[src/rtl/lcd_pkg.sv]
// Shared types and constants for the HD44780 4-bit panel controller.
package lcd_pkg;

    typedef enum logic [2:0] {
        PWR_WAIT,
        INIT,
        IDLE,
        NIB_SETUP,
        NIB_EHI,
        NIB_HOLD,
        EXEC_WAIT
    } lcd_state_e;

    localparam logic [7:0] LCD_CLEAR      = 8'h01;
    localparam logic [7:0] LCD_HOME       = 8'h02;
    localparam logic [7:0] LCD_FUNC_4B_2L = 8'h28;
    localparam logic [7:0] LCD_DISP_ON    = 8'h0C;
    localparam logic [7:0] LCD_ENTRY_INC  = 8'h06;

    localparam int INIT_STEPS = 8;

    typedef struct packed {
        logic       is_nibble;
        logic [7:0] value;
        logic       long_wait;
        logic       init_nib_wait;
    } init_entry_t;

    // Power-on table: three 0x3 wake-ups and a 0x2 switch to 4-bit, then full bytes.
    function automatic init_entry_t init_entry(input logic [2:0] idx);
        init_entry_t e;
        case (idx)
            3'd0:    e = '{1'b1, 8'h03,          1'b0, 1'b1};
            3'd1:    e = '{1'b1, 8'h03,          1'b1, 1'b0};
            3'd2:    e = '{1'b1, 8'h03,          1'b1, 1'b0};
            3'd3:    e = '{1'b1, 8'h02,          1'b0, 1'b0};
            3'd4:    e = '{1'b0, LCD_FUNC_4B_2L, 1'b0, 1'b0};
            3'd5:    e = '{1'b0, LCD_DISP_ON,    1'b0, 1'b0};
            3'd6:    e = '{1'b0, LCD_CLEAR,      1'b1, 1'b0};
            default: e = '{1'b0, LCD_ENTRY_INC,  1'b0, 1'b0};
        endcase
        return e;
    endfunction

    function automatic int max2(input int a, input int b);
        return (a > b) ? a : b;
    endfunction

endpackage

[src/rtl/lcd_hd44780_ctrl.sv]
// HD44780 4-bit controller: autonomous power-on init, then byte writes split
// into two E strobes followed by the panel's execution wait.
module lcd_hd44780_ctrl
    import lcd_pkg::*;
#(
    parameter int PWR_ON_CYC   = 1350000,
    parameter int INIT_NIB_CYC = 121500,
    parameter int SETUP_CYC    = 2,
    parameter int E_HIGH_CYC   = 16,
    parameter int E_HOLD_CYC   = 16,
    parameter int SHORT_CYC    = 1080,
    parameter int LONG_CYC     = 44000
) (
    input  logic       clk,
    input  logic       rst_n,
    input  logic [7:0] lcd_data,
    input  logic       lcd_write,
    input  logic       lcd_cmd_data,
    output logic       lcd_busy,
    output logic       init_done,
    output logic       lcd_rs,
    output logic       lcd_rw,
    output logic       lcd_e,
    output logic [3:0] lcd_db
);

    localparam int MAXC = max2(max2(max2(PWR_ON_CYC, INIT_NIB_CYC), max2(SETUP_CYC, E_HIGH_CYC)),
                               max2(max2(E_HOLD_CYC, SHORT_CYC), LONG_CYC));
    localparam int CW = $clog2(MAXC) + 1;
    typedef logic [CW-1:0] cnt_t;

    // Counter is loaded with N-1 so a phase of N cycles ends when it reads zero.
    localparam cnt_t PWR_LD   = cnt_t'(PWR_ON_CYC - 1);
    localparam cnt_t INIT_LD  = cnt_t'(INIT_NIB_CYC - 1);
    localparam cnt_t SETUP_LD = cnt_t'(SETUP_CYC - 1);
    localparam cnt_t EHI_LD   = cnt_t'(E_HIGH_CYC - 1);
    localparam cnt_t EHOLD_LD = cnt_t'(E_HOLD_CYC - 1);
    localparam cnt_t SHORT_LD = cnt_t'(SHORT_CYC - 1);
    localparam cnt_t LONG_LD  = cnt_t'(LONG_CYC - 1);

    lcd_state_e  state_q;
    cnt_t        cnt_q;
    logic [2:0]  step_q;
    logic [7:0]  byte_q;
    logic        init_q, hi_q, busy_q, done_q, rs_q, e_q;
    logic [3:0]  db_q;

    init_entry_t ent;
    cnt_t        exec_ld_d;

    always_comb begin
        ent       = init_entry(step_q);
        exec_ld_d = SHORT_LD;
        if (init_q) begin
            if (ent.init_nib_wait)  exec_ld_d = INIT_LD;
            else if (ent.long_wait) exec_ld_d = LONG_LD;
        end else if (!rs_q && (byte_q == LCD_CLEAR || byte_q == LCD_HOME || byte_q == 8'h03)) begin
            exec_ld_d = LONG_LD;
        end
    end

    always_ff @(posedge clk or negedge rst_n) begin
        if (!rst_n) begin
            state_q <= PWR_WAIT;
            cnt_q   <= PWR_LD;
            step_q  <= '0;
            byte_q  <= '0;
            init_q  <= 1'b1;
            hi_q    <= 1'b0;
            busy_q  <= 1'b1;
            done_q  <= 1'b0;
            rs_q    <= 1'b0;
            e_q     <= 1'b0;
            db_q    <= '0;
        end else begin
            case (state_q)
                PWR_WAIT: begin
                    if (cnt_q == '0) state_q <= INIT;
                    else             cnt_q   <= cnt_q - cnt_t'(1);
                end
                INIT: begin
                    byte_q  <= ent.value;
                    hi_q    <= !ent.is_nibble;
                    rs_q    <= 1'b0;
                    db_q    <= ent.is_nibble ? ent.value[3:0] : ent.value[7:4];
                    cnt_q   <= SETUP_LD;
                    state_q <= NIB_SETUP;
                end
                IDLE: begin
                    if (lcd_write) begin
                        byte_q  <= lcd_data;
                        rs_q    <= lcd_cmd_data;
                        db_q    <= lcd_data[7:4];
                        hi_q    <= 1'b1;
                        busy_q  <= 1'b1;
                        cnt_q   <= SETUP_LD;
                        state_q <= NIB_SETUP;
                    end
                end
                NIB_SETUP: begin
                    if (cnt_q == '0) begin
                        e_q     <= 1'b1;
                        cnt_q   <= EHI_LD;
                        state_q <= NIB_EHI;
                    end else cnt_q <= cnt_q - cnt_t'(1);
                end
                NIB_EHI: begin
                    if (cnt_q == '0) begin
                        e_q     <= 1'b0;
                        cnt_q   <= EHOLD_LD;
                        state_q <= NIB_HOLD;
                    end else cnt_q <= cnt_q - cnt_t'(1);
                end
                NIB_HOLD: begin
                    if (cnt_q == '0) begin
                        if (hi_q) begin
                            hi_q    <= 1'b0;
                            db_q    <= byte_q[3:0];
                            cnt_q   <= SETUP_LD;
                            state_q <= NIB_SETUP;
                        end else begin
                            cnt_q   <= exec_ld_d;
                            state_q <= EXEC_WAIT;
                        end
                    end else cnt_q <= cnt_q - cnt_t'(1);
                end
                EXEC_WAIT: begin
                    if (cnt_q != '0) begin
                        cnt_q <= cnt_q - cnt_t'(1);
                    end else if (init_q && step_q != 3'(INIT_STEPS - 1)) begin
                        step_q  <= step_q + 3'd1;
                        state_q <= INIT;
                    end else begin
                        init_q  <= 1'b0;
                        done_q  <= 1'b1;
                        busy_q  <= 1'b0;
                        state_q <= IDLE;
                    end
                end
                default: state_q <= PWR_WAIT;
            endcase
        end
    end

    assign lcd_busy  = busy_q;
    assign init_done = done_q;
    assign lcd_rs    = rs_q;
    assign lcd_rw    = 1'b0;
    assign lcd_e     = e_q;
    assign lcd_db    = db_q;

endmodule

[config.mk]
export PLATFORM = sky130hd
export DESIGN_NAME = lcd_hd44780_ctrl
export DESIGN_NICKNAME = d
export VERILOG_FILES = /design/src/rtl/lcd_pkg.sv /design/src/rtl/lcd_hd44780_ctrl.sv
export SDC_FILE = /design/constraint.sdc
export NUM_CORES = 1
export LEC_CHECK = 0
export ABC_AREA = 1
export CELL_PAD_IN_SITES_DETAIL_PLACEMENT = 1
export CELL_PAD_IN_SITES_GLOBAL_PLACEMENT = 2
export CORE_ASPECT_RATIO = 1.4
export CORE_MARGIN = 3
export CORE_UTILIZATION = 30
export CTS_CLUSTER_DIAMETER = 50
export DETAILED_ROUTE_END_ITERATION = 8
export HOLD_SLACK_MARGIN = 0.02
export PLACE_DENSITY_LB_ADDON = 0.05
export SLEW_MARGIN = 10
export SYNTH_ARGS = -nofsm -noshare
export SYNTH_HDL_FRONTEND = slang
export SYNTH_SLANG_ARGS = --single-unit
[constraint.sdc]
create_clock -name clk -period 1.75 [get_ports clk]
set_clock_uncertainty 0.2 [all_clocks]
set_input_delay 0.175 -clock clk [delete_from_list [all_inputs] [get_ports clk]]
set_output_delay 0.175 -clock clk [all_outputs]
set_load 0.05 [all_outputs]
==> results.md, run 1 <==
* MaxCap Viol Count at 0
* Mean post-synth cell area at around 7.1 um^2
* # diodes at 0
* Placement Rows at 43
* RSZ-0062 raised after global routing: true
* Area delta synth->final at 60.0%
* Layout cells sized above 1 at 44.7%
* Reg area at 1170 um^2
* Setup crit start kind: flop
* Chip height at 126 um
* Total track usage at a little over 20%
* Vias per inst at 4.72
* Clk slew on worst S/H paths at 0.07 ns
* Nets at 590
* Hold crit path type: input port to asynchronous set/reset pin
* Setup crit end kind: flop
* First-pass GRT wire length at around 18000 um
* Largest net degree at the start of global routing at 47
* Core area at 9950 um^2
* Max Fclk at approximately 0.52 GHz
* Worst path arrival time at about 1.9 ns
* Post-Route WL at about 11000 um
* Most frequent cells in the layout: nand2_1 (113), buf_4 (107), nor2_1 (32)
* Top delay family on crit path: simple AND/OR/NAND/NOR gates
* GP Congestion at approximately 0.83
* Initial Util at 30.7%
* Critical Path Slowest Stage Cell: dfrtp_1
* Clock tree root driver cell: clkbuf_16
* Max-slew violations at 0
* Die X at 91.4 um
* TritonCTS buffer count at 5
* Grt total ovfl at 0
* Ports at 21
* CTS tree: done
* Fin crit period at 1.91 ns
* PwrDens at 434 nW/um^2
* Final Cycle Share at 109%
* Top-area cell type share of the netlist area at 26.2%
* Crit path max fanout at 5
* Synth area leaders: dfrtp_1 (26%), nand2_1 (18%), dfstp_2 (12%), nor2_1 (6.9%), nand3_1 (5.6%)
* Multi-input gate area at about 2100 um^2
* DIE AREA at about 11000 um^2
* Hpwl dp at approximately 8600 um
* Pre-CTS setup slack at -0.320 ns
* Critical path class: flop to flop
* First drt pass iteration count at 4
* Netlist cell types at 33
* Leakage power at 0.00236 uW
* Required time at the worst-slack endpoint at 1.74 ns
* Synth Instances at 434
* Endpoints failing setup at 34
* Skew-Pair Late Insertion Delay at 0.30 ns
* Outcome: finished with violations
* Initial antenna violation count at 0
* Ys flop type: dfrtp_1
* FILL cells at around 1200
* Final-report hold violation count at 0
* Clk sinks at 46
* Most common cell after layout, fill and taps aside: nand2_1
* WL/cell at 15.7 um
* Crit path buffers/inverters at 1
* Clk buf depth at 2
* Post-route DRC at 0
* EDFF count, synth at 0
* FF-to-FF setup slack at -0.16 ns
* Total of warnings raised by yosys at 0
* Asr flop ratio synth at 100%
* Failing checks: negative setup slack
* Detail Route Antenna Nets at 0
* Syn_nets at approximately 450
* Post-Syn Area at 3060 um^2
* Number of synthesized register bits at 46
* Initial DRC count at 104
* Port Buf Inserts at 19
* Leading area contributor after synthesis: dfrtp_1
* Worst ir drop on vdd at 0.308 mV
* Setup TNS at -3.40 ns
* H-tree lvl count at 2
* Vias in the first global route at 3606
* Slowest stage delay, CP at 0.41 ns
* Register area share after synthesis at 38.2%
* PnR worst setup slack at -0.163 ns
* Worst-path cell chain: nor2_2, nand2_2, nor2_4, nand2_4, nor2_8, nand2_4, nand2_8, buf_6, a21oi_4, nand2_1, nand2_1
* Via count at 3335
==> Yosys cell counts, types with 2 or more instances <==
| cell type | number |
|---|---|
| nand3_1 | 34 |
| xnor2_1 | 5 |
| buf_2 | 2 |
| xor2_1 | 10 |
| buf_4 | 3 |
| nor3_1 | 5 |
| o22ai_1 | 2 |
| dfstp_2 | 14 |
| a21oi_1 | 9 |
| nand2_4 | 2 |
| nor2_2 | 3 |
| o21ai_0 | 19 |
| buf_12 | 2 |
| o21a_1 | 3 |
| inv_1 | 36 |
| nand4_1 | 6 |
| a31oi_1 | 5 |
| dfrtp_1 | 32 |
| ha_1 | 8 |
| o21ai_1 | 10 |
| nor2_4 | 3 |
| or2_2 | 3 |
| inv_2 | 6 |
| nor2_1 | 56 |
| nand2_1 | 146 |
| a22oi_1 | 3 |
==> state kept, by name, summed over array words and instances, names as in the netlist, 3 cells and up <==
name,flops
lcd_db,4
byte_q,8
step_q,3
cnt_q,22
state_q,3
==> final cells by class <==
class	instances	area share (%)
clock buffer	5	2.55
clock inverter	3	0.434
inverter	42	3.47
multi-input combinational	339	42.6
sequential	46	23.9
tap	135	3.45
timing repair buffer	136	23.6
==> final timing paths <==
check / cells after the start / to / start
max in group asynchronous: 3 / cnt_q[1] / rst_n
max reg2reg: 11 / cnt_q[10] / cnt_q[9]
min reg2reg: 1 / init_done / init_done
min in group clk: 3 / byte_q[3] / lcd_data[3]
min: 3 / state_q[2] / rst_n
max: 11 / cnt_q[10] / cnt_q[9]
==> stage by stage <==
step | power (uW) | instance area (um^2) | utilization (%) | std cells | hold WS [ns]
2_1_floorplan | 1100 | 3090 | - | 434 | -0.321
3_3_place_gp | 1150 | 4200 | 42.2 | 688 | -0.0160
3_5_place_dp | 1150 | 4200 | 42.2 | 688 | -0.0149
4_1_cts | 2180 | 4510 | 45.3 | 700 | 0.202
5_1_grt | 2220 | 4900 | 49.2 | 706 | 0.226
6_report | 2130 | 4900 | 49.2 | 706 | 0.198
==> report_power, final <==
| part | internal [uW] | total (uW) | switching [uW] |
|---|---|---|---|
| combinational | 29.8 | 67.5 | 37.7 |
| sequential | 1070 | 1070 | 1.02 |
| clock | 531 | 992 | 462 |
==> worst reg2reg max path, stage by stage (launching register included) <==
cell     delay (ns)
dfrtp_1        0.41
nor2_2         0.15
nand2_2        0.11
nor2_4         0.23
nand2_4        0.10
nor2_8         0.16
nand2_4        0.09
nand2_8        0.10
buf_6          0.11
a21oi_4        0.03
nand2_1        0.08
nand2_1        0.05
==> kinds of logic after synthesis <==
logic type      Yosys count  share of synthesized area (%)
buf+inv                  49                           7.52
xor+xnor                 15                           4.29
simple gates            261                           36.5
compound gates           53                           9.73
other cells               1                          0.123
mux                       1                          0.327
flops                    46                           38.2
fa+ha+maj                 8                           3.27
==> repair_timing <==
item                                    4_1_cts  5_1_grt
hold buffers                                  1        0
endpoints found under the setup margin       41       43
cloned                                        0        1
resized for setup                            43       94
buffers inserted                              4        6
endpoints found under the hold margin        46        0
pin swaps                                    18       34
==> per-layer routing <==
| metal | vias up | GRT usage, % | wire length, um |
|---|---|---|---|
| met2 | 28 | 40.3 | 6610 |
| met3 | 17 | 2.23 | 139 |
| met4 | 0 | 7.82 | 323 |
| met1 | 1636 | 20.9 | 3990 |
| met5 | - | 0 | 0 |
| li1 | 1654 | - | - |
Note: power is estimated with default switching activity, not from simulation.
==> run 2, diff against run 1 <==
--- a/config.mk
+++ b/config.mk
@@ -5,12 +5,11 @@
 export SDC_FILE = /design/constraint.sdc
 export NUM_CORES = 1
 export LEC_CHECK = 0
-export ABC_AREA = 1
 export CELL_PAD_IN_SITES_DETAIL_PLACEMENT = 1
 export CELL_PAD_IN_SITES_GLOBAL_PLACEMENT = 2
 export CORE_ASPECT_RATIO = 1.4
 export CORE_MARGIN = 3
-export CORE_UTILIZATION = 30
+export CORE_UTILIZATION = 33
 export CTS_CLUSTER_DIAMETER = 50
 export DETAILED_ROUTE_END_ITERATION = 8
 export HOLD_SLACK_MARGIN = 0.02
==> constraint.sdc (replaced) <==
create_clock -name clk -period 1.6 [get_ports clk]
set_clock_uncertainty 0.2 [all_clocks]
set_input_delay 0.16 -clock clk [delete_from_list [all_inputs] [get_ports clk]]
set_output_delay 0.16 -clock clk [all_outputs]
set_load 0.05 [all_outputs]
==> run 2 against run 1 <==
Effect of this change: the run still ends with negative setup slack left; sequential cell count unchanged; global-route usage is 8.6 points higher; clock power rose by 11%; synthesized area grew 3.4%; largest cell class unchanged.
==> results.md, run 2 <==
* GP Congestion at 0.880
* Leakage power at 0.00248 uW
* RSZ-0062 raised after global routing: true
* Clk sinks at 46
* Leading area contributor after synthesis: dfrtp_1
* Critical Path Slowest Stage Cell: dfstp_2
* Detail Route Antenna Nets at 0
* Number of synthesized register bits at 46
* Vias per inst at roughly 6
* Grt total ovfl at 0
* Netlist cell types at 66
* Max-slew violations at 0
* Worst reg2reg path depth at 9
* Outcome: finished with violations
* Syn_nets at between 400 and 500
* Worst flop-to-flop path endpoint: cnt_q[16]
* Total of warnings raised by yosys at 0
* Port Buf Inserts at 19
* Most common cell in the synthesized netlist: nor2_1
* Ports at 21
* Setup crit start kind: flop
* Asr flop ratio synth at 100%
* Nets at 604
* Post-Route WL at between 15000 and 20000 um
* Required time at the worst-slack endpoint at 1.56 ns
* Initial antenna violation count at 0
* Pin slew with the least headroom to its limit at 0.543 ns
* Most frequent cells after synthesis: nor2_1 (49), nand2_1 (33), dfrtp_1 (32)
* Mean post-synth cell area at 8.30 um^2
* Post-route DRC at 0
* Largest register FFs at 22
* Most frequent cells in the layout: buf_4 (149), buf_6 (42), nor2_1 (32)
* Failing checks: negative setup slack
* FILL cells at 997
* First-pass GRT wire length at around 23000 um
* Max Fclk at 0.429 GHz
* Clk slew on worst S/H paths at 0.07 ns
* Worst path arrival time at 2.29 ns
* Final-report hold violation count at 0
* EDFF count, synth at 0
* Fin crit period at ~2.3 ns
* H-tree lvl count at 2
* DIE AREA at ~11000 um^2
* Top-area cell type share of the netlist area at around a quarter
* Setup crit end kind: flop
* Crit path max fanout at 5
* Via count at 4071
* Endpoints failing setup at 46
* Worst ir drop on vdd at 0.308 mV
* Synth Instances at 381
* Slowest stage delay, CP at 0.39 ns
* Initial Util at 34.4%
* Die X at 88.7 um
* Total track usage at 28.7%
* Area delta synth->final at 92.2%
* MaxCap Viol Count at 0
* Most common cell after layout, fill and taps aside: buf_4
* Placement Rows at 41
* Final Cycle Share at 146%
* Skew-Pair Late Insertion Delay at around 0.3 ns
* R2R Path Start: cnt_q[0]
* Layout cells sized above 1 at 61.4%
* Clk buf depth at 2
* First drt pass iteration count at 4
* Hpwl dp at 11000 um
* TritonCTS buffer count at 5
* Pre-CTS setup slack at -0.829 ns
* PnR worst setup slack at -0.732 ns
* Chip height at 122 um
* Clock tree root driver cell: clkbuf_16
* Hold crit path type: input port to asynchronous set/reset pin
* CTS tree: done
* Ys flop type: dfrtp_1
* Synth area leaders: dfrtp_1 (25%), dfstp_2 (12%), nor2_1 (5.8%), a21oi_1 (4.9%), nand2_1 (3.9%)
* Vias in the first global route at 4339
* Core area at 9180 um^2
* Slew headroom at 63.6%
* Post-Syn Area at about 3200 um^2
* Worst-path cell chain: inv_6, ha_4, nor4b_4, and4_4, nand3_4, a21o_4, a32oi_2, buf_4, a311oi_2
* Initial DRC count at 179
* Largest register by flop count: cnt_q
* WL/cell at approximately 24 um
* FF-to-FF setup slack at -0.73 ns
* PwrDens at 385 nW/um^2
* Critical path class: flop to flop
* # diodes at 0
* Largest net degree at the start of global routing at 47
* Register area share after synthesis at 36.9%
* Overall power at 2340 uW
## run 2: changes by cell type in the layout (fill, tap and decap cells not counted), moves of 10 or more
cell / change
nor2_2: -13
nand2_1: -91
nand2_2: -20
nand3_1: -16
buf_6: +30
xor2_1: -10
inv_1: -21
buf_4: +42
a21oi_1: +11
a21oi_2: +13
## run 2: repair_timing
item | in CTS | in global routing
pin swaps | 45 | 40
gates resized for setup | 127 | 65
buffers inserted | 17 | 18
gates cloned | 1 | 0
endpoints found under the hold margin | 46 | 0
setup endpoints to repair | 46 | 46
hold buffers | 1 | 0
## run 2: cell type report
| cell class | instances | area, um^2 | share of cell area, % |
|---|---|---|---|
| Sequential cell | 46 | 1170 | 19.3 |
| Clock inverter | 3 | 21.3 | 0.350 |
| Clock buffer | 5 | 125 | 2.06 |
| Timing Repair Buffer | 214 | 1920 | 31.5 |
| Multi-Input combinational cell | 301 | 2630 | 43.2 |
| Tap cell | 107 | 134 | 2.20 |
| Inverter | 16 | 80.1 | 1.32 |
## run 2: metrics by stage
step | setup TNS (ns) | instance area (um^2) | std cells | hold slack (ns) | utilization (%)
6_report | -24.37 | 6080 | 692 | 0.160 | 66.2
5_1_grt | -28.20 | 6080 | 692 | 0.216 | 66.2
4_1_cts | -21.98 | 5680 | 677 | 0.188 | 61.8
3_5_place_dp | -27.83 | 4870 | 653 | -0.0294 | 53.1
3_3_place_gp | -26.36 | 4870 | 653 | -0.0294 | 53.1
2_1_floorplan | -19.95 | 3390 | 381 | -0.336 | -
## run 2: per-layer routing
| metal | wire [um] | share of wire [%] | GRT usage [%] | vias up |
|---|---|---|---|---|
| met2 | 9280 | 57 | 55.5 | 110 |
| met4 | 1040 | 6.4 | 15.3 | 0 |
| met1 | 5540 | 34 | 28.6 | 2052 |
| met5 | 0 | 0 | 0 | - |
| li1 | - | - | - | 1843 |
| met3 | 476 | 2.9 | 3.45 | 66 |
## run 2: worst max path at each step
stage	start	end	slack (ns)	cells past startpoint
5_1_grt	cnt_q[1]	cnt_q[16]	-0.83	10
4_1_cts	cnt_q[0]	cnt_q[14]	-0.66	9
3_3_place_gp	cnt_q[1]	cnt_q[16]	-0.80	9
6_report	cnt_q[0]	cnt_q[16]	-0.73	9
3_5_place_dp	cnt_q[9]	cnt_q[19]	-0.83	7
2_1_floorplan	cnt_q[0]	cnt_q[21]	-0.77	10
## run 2: where the power goes
group	internal [uW]	total, uW	switching [uW]
Sequential	1160	1160	0
Clock	581	1100	519
Combinational	34.6	78.0	43.4
## run 2: cells by family after synthesis
family | count (synthesis) | synth area share (%)
buffers and inverters | 35 | 4.90
DFF | 46 | 36.9
other | 1 | 0.119
AOI/OAI and AO/OA | 127 | 27.4
and+or+nand+nor | 158 | 25.7
adders and majority gates | 8 | 3.16
xor gates and xnor gates | 3 | 0.831
muxes | 3 | 0.949
## run 2: worst max-delay path, delay by kind of cell (launching register included)
| family | cells | cell delay, ns |
|---|---|---|
| buf+inv | 2 | 0.24 |
| fa+ha+maj | 1 | 0.11 |
| simple gates | 3 | 0.76 |
| flops | 1 | 0.39 |
| compound gates | 3 | 0.47 |
==> run 3, diff against run 2 <==
--- a/config.mk
+++ b/config.mk
@@ -9,7 +9,7 @@
 export CELL_PAD_IN_SITES_GLOBAL_PLACEMENT = 2
 export CORE_ASPECT_RATIO = 1.4
 export CORE_MARGIN = 3
-export CORE_UTILIZATION = 33
+export CORE_UTILIZATION = 39
 export CTS_CLUSTER_DIAMETER = 50
 export DETAILED_ROUTE_END_ITERATION = 8
 export HOLD_SLACK_MARGIN = 0.02
==> constraint.sdc (replaced) <==
create_clock -name clk -period 2.7 [get_ports clk]
set_clock_uncertainty 0.2 [all_clocks]
set_input_delay 0.27 -clock clk [delete_from_list [all_inputs] [get_ports clk]]
set_output_delay 0.27 -clock clk [all_outputs]
set_load 0.05 [all_outputs]
==> run 3 against run 2 <==
Effect of this change: the flow now finishes without violations; sequential cell count is the same; critical endpoint is now cnt_q[4]; hold slack better by 0.063 ns; cell count down 23%; power decreased by 49%; largest cell class unchanged; final area fell by 37%; global-route usage fell by 2.8 points; non-clock buffer count decreased by 153; core utilization is 17 points lower; register-to-register slack improved by 0.90 ns; via count decreased by 20%; clock power down 57%.
==> results.md, run 3 (same netlist as run 2, synthesis figures left out) <==
* Outcome: completed
* Area delta synth->final at 20.6%
* Setup crit end kind: flop
* Most common cell after layout, fill and taps aside: nor2_1
* Hold crit path type: input port to asynchronous set/reset pin
* Vias per inst at 6.12
* Crit path max fanout at 5
* First drt pass iteration count at 4
* Final Cycle Share at 93.6%
* Placed cells at 519
* DIE AREA at 9240 um^2
* Slew headroom at 60.6%
* Fin crit period at 2.53 ns
* FILL cells at roughly 1000
* Initial antenna violation count at 0
* Ports at 21
* Leakage power at 0.00150 uW
* Overall power at 1200 uW
* Max-slew violations at 0
* Clk sinks at 46
* Worst ir drop on vdd at 0.258 mV
* First-pass GRT wire length at 18000 um
* Core area at 7800 um^2
* Setup TNS at 0 ns
* Via count at roughly 3200
* GP Congestion at 0.910
* Worst reg2reg path depth at 8
* Max Fclk at 0.396 GHz
* # diodes at 0
* Critical Path Slowest Stage Cell: dfstp_2
* Placement Rows at 38
* MaxCap Viol Count at 0
* Critical path class: flop to flop
* Detail Route Antenna Nets at 0
* Top delay family on crit path: compound AO/OA/AOI/OAI gates
* Total track usage at 25.9%
* Die X at between 80 and 90 um
* Setup crit start kind: flop
* Crit path buffers/inverters at 1
* Most frequent cells in the layout: nor2_1 (48), buf_4 (40), nand2_1 (33)
* PwrDens at 315 nW/um^2
* Largest net degree at the start of global routing at 29
* Hpwl dp at 9030 um
* Initial Util at 40.6%
* Worst-path cell chain: inv_1, ha_1, nor4b_2, and4_1, a31oi_1, o221ai_1, o21a_1, a311oi_1
* Clk buf depth at 2
* Slowest stage delay, CP at between 0.5 and 0.6 ns
* Required time at the worst-slack endpoint at about 2.7 ns
* Clock tree root driver cell: clkbuf_8
* Initial DRC count at 132
* Clk slew on worst S/H paths at approximately 0.09 ns
* Endpoints failing setup at 0
* Nets at 450
* Pin slew with the least headroom to its limit at 0.591 ns
* TritonCTS buffer count at 5
* Post-Route WL at between 10000 and 15000 um
* R2R Path Start: cnt_q[1]
* Largest register FFs at 22
* Post-route insts no fill at 531
* RSZ-0062 raised after global routing: false
* Vias in the first global route at roughly 3400
* Hold WS at about 0.22 ns
* Largest register by flop count: cnt_q
* Port Buf Inserts at 19
* CTS tree: done
* Chip height at 113 um
* Layout cells sized above 1 at 19.0%
* Skew-Pair Late Insertion Delay at ~0.32 ns
* WL/cell at 21.4 um
* Final-report hold violation count at 0
* Worst path arrival time at 2.55 ns
* Crit path from: cnt_q[1]
* Post-route DRC at 0
* Grt total ovfl at 0
* Cell count along the critical path at 8
* H-tree lvl count at 2
==> run 3: cell types whose count changed in the layout (fill, tap and decap cells not counted), moves of 11 or more <==
cell	previous run	this run
a21oi_2	14	0
buf_6	42	0
nand2_1	22	33
nor2_1	32	48
buf_4	149	40
nor2_4	11	0
a21oi_1	15	31
o21ai_0	9	21
==> run 3: cell type report <==
type | instances | area (um^2) | area share (%)
repair buffers | 61 | 515 | 13.5
clock inverters | 2 | 12.5 | 0.328
well taps | 100 | 125 | 3.28
clock buffers | 6 | 82.6 | 2.17
inverters | 16 | 60.1 | 1.57
flip-flops and latches | 46 | 1170 | 30.6
multi-input cells | 300 | 1850 | 48.5
==> run 3: final timing paths <==
path                            slack [ns]   endpoint
worst min-delay path                  0.22  cnt_q[19]
worst max-delay path                  0.17   cnt_q[4]
worst min register to register        0.29  init_done
worst max register to register        0.17   cnt_q[4]
max in group asynchronous             1.29   cnt_q[6]
min in group clk                      0.29  init_done
==> run 3: per-stage QoR <==
step	cell area [um^2]	worst slack, ns	util, %
finish	3810	0.172	48.9
floorplan	3160	0.0409	-
global placement	3680	0.140	47.1
global route	3810	0.0119	48.9
CTS	3780	0.124	48.5
detailed placement	3680	0.0266	47.1
==> run 3: what timing repair did <==
| action | 4_1_cts | 5_1_grt |
|---|---|---|
| gates resized for setup | 1 | 1 |
| buffers inserted | 0 | 3 |
| hold endpoints to repair | 12 | 0 |
| endpoints found under the setup margin | 1 | 4 |
| pin swaps | 0 | 1 |
| hold buffers | 1 | 0 |
==> run 3: power by group <==
part / switching [uW] / internal (uW)
logic: 22.1 / 16.2
clock network: 266 / 207
registers: 0 / 690
total: 289 / 912
==> run 3: routing by layer <==
layer	part of all wire, %	global-route usage [%]
met3	2.6	2.97
met5	0	0
met4	3.7	11.9
met1	37	27.9
met2	56	48.5
